### src/rtl/ifetch_prefetch.sv
`default_nettype none
// ============================================================================
// Module  : ifetch_prefetch
// Brief   : Instruction fetch front-end: credit-limited word prefetch into a
//           {pc, instr} FIFO, with redirect flush of stale in-flight responses.
//           Optional performance counters when IFETCH_PERF_EN is defined.
// Revision: 1.0 - initial release
// ============================================================================
module ifetch_prefetch #(
  parameter int unsigned DEPTH    = 4,
  parameter logic [31:0] RESET_PC = 32'h0040_0000
) (
  input  logic        clk,
  input  logic        rst,
  input  logic        redirect_valid,
  input  logic [31:0] redirect_pc,
  output logic        mem_req_valid,
  output logic [31:0] mem_req_addr,
  input  logic        mem_req_ready,
  input  logic        mem_rsp_valid,
  input  logic [31:0] mem_rsp_data,
  output logic        instr_valid,
  output logic [31:0] instr_data,
  output logic [31:0] instr_pc,
  input  logic        instr_ready
`ifdef IFETCH_PERF_EN
  ,
  output logic [31:0] perf_fetched,
  output logic [31:0] perf_dropped,
  output logic [31:0] perf_flushes
`endif
);

  localparam int unsigned   c_AW    = (DEPTH > 1) ? $clog2(DEPTH) : 1;
  localparam int unsigned   c_CW    = c_AW + 1;
  localparam logic [c_CW:0] c_DEPTH = (c_CW + 1)'(DEPTH);

  typedef enum logic [0:0] {
    S_FETCH = 1'b0,
    S_FLUSH = 1'b1
  } state_t;

  state_t          r_state;
  logic [31:0]     r_fetch_pc;
  logic [c_CW-1:0] r_outstanding;
  logic [c_CW-1:0] r_stale;
  logic [c_CW-1:0] r_count;
  logic [c_AW-1:0] r_pq_wr;
  logic [c_AW-1:0] r_pq_rd;
  logic [c_AW-1:0] r_wr;
  logic [c_AW-1:0] r_rd;
  logic [31:0]     r_pq_mem    [DEPTH];
  logic [31:0]     r_fifo_pc   [DEPTH];
  logic [31:0]     r_fifo_data [DEPTH];

  logic            w_credit_ok;
  logic            w_accept;
  logic            w_rsp_any;
  logic            w_rsp_live;
  logic            w_rsp_drop;
  logic            w_pop;
  logic [c_CW-1:0] w_out_next;
  logic [c_CW-1:0] w_stale_next;
  logic            w_unused;

  // Credit covers both in-flight requests and buffered entries, so the FIFO never overflows.
  assign w_credit_ok   = ({1'b0, r_outstanding} + {1'b0, r_count}) < c_DEPTH;
  assign mem_req_valid = !rst && (r_state == S_FETCH) && !redirect_valid && w_credit_ok;
  assign mem_req_addr  = r_fetch_pc;

  assign w_accept   = mem_req_valid && mem_req_ready;
  assign w_rsp_any  = mem_rsp_valid && (r_outstanding != '0);
  assign w_rsp_live = w_rsp_any && !redirect_valid && (r_stale == '0);
  assign w_rsp_drop = w_rsp_any && !w_rsp_live;

  assign instr_valid = (r_count != '0);
  assign instr_data  = instr_valid ? r_fifo_data[r_rd] : '0;
  assign instr_pc    = instr_valid ? r_fifo_pc[r_rd]   : '0;
  assign w_pop       = instr_valid && instr_ready;

  assign w_out_next   = r_outstanding + c_CW'(w_accept) - c_CW'(w_rsp_any);
  // On a redirect every surviving in-flight response becomes stale.
  assign w_stale_next = redirect_valid ? w_out_next : (r_stale - c_CW'(w_rsp_drop));

  assign w_unused = ^redirect_pc[1:0];

  always_ff @(posedge clk or posedge rst) begin
    if (rst) begin
      r_state       <= S_FETCH;
      r_fetch_pc    <= RESET_PC;
      r_outstanding <= '0;
      r_stale       <= '0;
      r_count       <= '0;
      r_pq_wr       <= '0;
      r_pq_rd       <= '0;
      r_wr          <= '0;
      r_rd          <= '0;
    end else begin
      r_outstanding <= w_out_next;
      r_stale       <= w_stale_next;
      if (redirect_valid) begin
        r_fetch_pc <= {redirect_pc[31:2], 2'b00};
        r_count    <= '0;
        r_pq_wr    <= '0;
        r_pq_rd    <= '0;
        r_wr       <= '0;
        r_rd       <= '0;
        r_state    <= (w_stale_next != '0) ? S_FLUSH : S_FETCH;
      end else begin
        if (w_accept) begin
          r_fetch_pc <= r_fetch_pc + 32'd4;
          r_pq_wr    <= r_pq_wr + c_AW'(1);
        end
        if (w_rsp_live) begin
          r_pq_rd <= r_pq_rd + c_AW'(1);
          r_wr    <= r_wr + c_AW'(1);
        end
        if (w_pop) begin
          r_rd <= r_rd + c_AW'(1);
        end
        r_count <= r_count + c_CW'(w_rsp_live) - c_CW'(w_pop);
        if ((r_state == S_FLUSH) && (w_stale_next == '0)) begin
          r_state <= S_FETCH;
        end
      end
    end
  end

  // Storage needs no reset: occupancy is tracked by the counters above.
  always_ff @(posedge clk) begin
    if (w_accept) begin
      r_pq_mem[r_pq_wr] <= r_fetch_pc;
    end
    if (w_rsp_live) begin
      r_fifo_pc[r_wr]   <= r_pq_mem[r_pq_rd];
      r_fifo_data[r_wr] <= mem_rsp_data;
    end
  end

`ifdef IFETCH_PERF_EN
  logic [31:0] r_perf_fetched;
  logic [31:0] r_perf_dropped;
  logic [31:0] r_perf_flushes;

  always_ff @(posedge clk or posedge rst) begin
    if (rst) begin
      r_perf_fetched <= '0;
      r_perf_dropped <= '0;
      r_perf_flushes <= '0;
    end else begin
      if (w_pop && (r_perf_fetched != '1)) begin
        r_perf_fetched <= r_perf_fetched + 32'd1;
      end
      if (w_rsp_drop && (r_perf_dropped != '1)) begin
        r_perf_dropped <= r_perf_dropped + 32'd1;
      end
      if (redirect_valid && (r_perf_flushes != '1)) begin
        r_perf_flushes <= r_perf_flushes + 32'd1;
      end
    end
  end

  assign perf_fetched = r_perf_fetched;
  assign perf_dropped = r_perf_dropped;
  assign perf_flushes = r_perf_flushes;
`endif

endmodule
`default_nettype wire

### config.mk
export PLATFORM = sky130hd
export DESIGN_NAME = ifetch_prefetch
export DESIGN_NICKNAME = d
export VERILOG_FILES = /design/src/rtl/ifetch_prefetch.sv
export SDC_FILE = /design/constraint.sdc
export NUM_CORES = 1
export LEC_CHECK = 0
export BUFFER_PORTS_ARGS = -buffer_cell sky130_fd_sc_hd__buf_2
export CAP_MARGIN = 20
export CORE_MARGIN = 4
export CORE_UTILIZATION = 55
export CTS_CLUSTER_DIAMETER = 30
export DETAILED_ROUTE_END_ITERATION = 6
export PLACE_DENSITY = 0.84
export SYNTH_ARGS = -nofsm -noshare
export SYNTH_HDL_FRONTEND = slang
export SYNTH_SLANG_ARGS = --single-unit
export TNS_END_PERCENT = 5
### constraint.sdc
create_clock -name clk -period 4.6 [get_ports clk]
set_clock_uncertainty 0.1 [all_clocks]
set_input_delay 1.15 -clock clk [delete_from_list [all_inputs] [get_ports clk]]
set_output_delay 1.15 -clock clk [all_outputs]
set_load 0.005 [all_outputs]
==> flow_summary_export.csv <==
group,metric,value,unit
final_layout,nets,1173,
sta,whs,0.372,ns
floorplan,fp.dieW,182,um
routing,wl_per_cell,22.6,um
synthesis,synth_edf_count,368,
worst_setup_path,worst-endpoint-arrival,2.54,ns
global_route,grt_use_total,21.0,%
worst_setup_path,path_class,"reg -> out",
routing,viasPerCell,5.84,
synthesis,syn_avg_cell_area,19.1,um2
synthesis,syn-cell-area,0.0166,mm2
clocking,ctsResizeCount,0,
routing,drc,0,
final_layout,final_common_cell,"edfxtp_1",
sta,finalCriticalPeriod,3.79,ns
worst_setup_path,max_stage_delay,0.76,ns
sta,timing.final.crit_share,82.3,%
synthesis,ys_types,50,
synthesis,seq_area_frac_synth,73.7,%
clocking,cts_tree,"built",
pwr,clock_power_share,45.3,%
pwr,irDropWorstVdd,0.340,mV
routing,ant_nets,0,
clocking,clockBufferDepth,3,
pwr,seq_power_share,39.5,%
sta,fmax,264,MHz
global_route,grt_first_pass_wirelength,54.3,mm
final_layout,syn2layout_area_growth,23.1,%
final_layout,fin_util,68.8,%
synthesis,synth_top_area_share,66.5,%
synthesis,async_flop_share,11.5,%
pwr,p_int,8470,uW
floorplan,start_util,55.9,%
floorplan,die-area,0.0331,mm2
sta,drv_slew,0,
placement,dp_hpwl,19.3,mm
worst_setup_path,crit_path_cell_trace,"buf_4 -> mux4_2 -> and2_1 -> buf_2",
worst_setup_path,cpMaxStageDelayCell,"dfrtp_4",
final_layout,layout_common_cells,"edfxtp_1, buf_2, mux4_2",
final_layout,antenna_cells,0,
placement,portBuffers,161,
synthesis,yosysWarnings,0,
clocking,cts_sinks,416,
clocking,postCtsHoldBufs,0,
worst_setup_path,cp_num_buf_inv,2,
min_path,min-delay-path-class,"in -> async",
floorplan,core_area,0.0297,mm2
routing,finalWirelength,34.6,mm
synthesis,synth-seq-cells,416,
worst_setup_path,critPathMaxFanout,25,
sta,rsz0062_at_grt,"false",
routing,firstDrtPassIters,5,
final_layout,drive_gt1_share,37.0,%
synthesis,syn_inst,870,
final_layout,nFillCells,1837,
global_route,grt_max_degree,65,
global_route,grt-ovfl-total,0,
pwr,sw_frac_of_total,26.2,%
pwr,leakage,0.00731,uW
global_route,grt_antenna_before_repair,0,
clocking,postCtsSetupRepairBufs,0,
sta,finalHoldViolations,0,
sta,worst_pin_slew,0.700,ns
routing,via_count,8945,
pwr,p_per_area,561,mW/mm2
clocking,insertion_delay,0.57,ns
sta,setup_violations,0,
worst_setup_path,cpLargestDelayFamily,"flip-flops",
synthesis,synthTopCellsByArea,"edfxtp_1, mux4_2, dfrtp_1",
flow_run,maxCapViolCount,0,
floorplan,ios,168,
clocking,path_clk_slew,0.06,ns
synthesis,yosys_most_used_dff,"edfxtp_1",
clocking,clockRootBuffer,"clkbuf_16",
pwr,p_sw,3000,uW
sta,setup_tns,0,ns
pwr,comb_power_share,15.2,%
clocking,htreeDepth,3,
sta,slew_headroom,53.1,%
worst_setup_path,cp-start-kind,"register",
placement,gp_congestion,0.821,
routing,drtIter0Drc,748,
worst_setup_path,required,3.35,ns
global_route,grt_pass1_vias,9555,
clocking,numCtsBuffers,73,
floorplan,rows,63,
synthesis,synth_top_area_cell,"edfxtp_1",
floorplan,die_y,182,um
run_status,status,"finished clean",
worst_setup_path,critPathCaptureType,"output pin",
[Yosys cell counts, types with 11 or more instances]
| cell | n |
|---|---|
| mux4_2 | 92 |
| nand2_1 | 36 |
| clkbuf_1 | 25 |
| dfrtp_1 | 47 |
| ha_1 | 17 |
| a221o_1 | 12 |
| edfxtp_1 | 368 |
| nor2_1 | 23 |
| and2_1 | 72 |
| nand3_1 | 11 |
| inv_1 | 18 |
| buf_2 | 13 |
| o21ai_0 | 18 |
[final timing paths]
path                             startpoint               end  slack, ns  cells after the start
min reg2reg                         r_state           r_state       0.43                      1
max in group asynchronous               rst           r_rd[0]       3.56                      3
max                                 r_rd[0]     instr_data[1]       0.81                      4
max reg2reg                r_outstanding[1]           r_state       1.20                     12
min                                     rst  mem_req_addr[20]       0.37                      2
min in group clk                    r_state           r_state       0.43                      1
[power groups by stage]
stage	combinational, uW	sequential [uW]	clock, uW
finish	1740	4530	5190
global placement	1670	4610	0
detailed placement	1710	4630	0
CTS	1730	4560	5280
floorplan	1190	4470	0
global route	1920	4560	5500
[worst reg2reg max path, delay by kind of cell, from the launching register on]
| family | cells | cell delay, ns |
|---|---|---|
| compound gates | 2 | 0.47 |
| xor+xnor | 1 | 0.24 |
| simple gates | 2 | 0.58 |
| buf+inv | 3 | 0.33 |
| fa+ha+maj | 4 | 1.12 |
| flops | 1 | 0.45 |
[sequential cells by signal (all words and copies together), names as in the netlist, 3 cells and up]
signal / count
r_count: 3
r_fifo_data: 128
r_outstanding: 3
r_fifo_pc: 120
r_stale: 3
r_pq_mem: 120
mem_req_addr: 30
[metal layers]
layer | vias to the layer above | GRT usage (%) | share of wire (%)
met5 | - | 0 | 0
met4 | 0 | 6.12 | 1.5
met3 | 44 | 4.25 | 7.1
met2 | 415 | 34.9 | 51
met1 | 4562 | 28.7 | 41
li1 | 3924 | - | -
[per-stage QoR]
stage               cells  setup WS, ns  cell area [um2]  power [uW]
detailed placement   1396         0.773            17900        6330
global placement     1395         0.790            17900        6290
global route         1532         0.632            20500       12000
floorplan             873         0.725            16600        5660
finish               1532         0.812            20500       11500
CTS                  1529         0.741            20400       11600
[area by class of cell]
| cell class | count | area (um2) | share of cell area, % |
|---|---|---|---|
| Timing Repair Buffer | 184 | 1090 | 5.35 |
| Tap cell | 390 | 488 | 2.39 |
| Clock buffer | 77 | 1870 | 9.16 |
| Sequential cell | 416 | 12300 | 59.9 |
| Multi-Input combinational cell | 390 | 4090 | 20.0 |
| Clock inverter | 56 | 579 | 2.83 |
| Inverter | 19 | 71.3 | 0.349 |
[cell families after synthesis]
| logic type | count (synthesis) | share of synthesized area, % |
|---|---|---|
| DFF | 416 | 73.7 |
| muxes | 97 | 12.8 |
| adders and majority gates | 19 | 1.52 |
| and+or+nand+nor | 199 | 7.01 |
| other | 1 | 0.0226 |
| buffers and inverters | 67 | 1.79 |
| AOI/OAI and AO/OA | 63 | 2.75 |
| xor gates and xnor gates | 8 | 0.421 |
No activity file was read; power rests on OpenSTA's default activity.
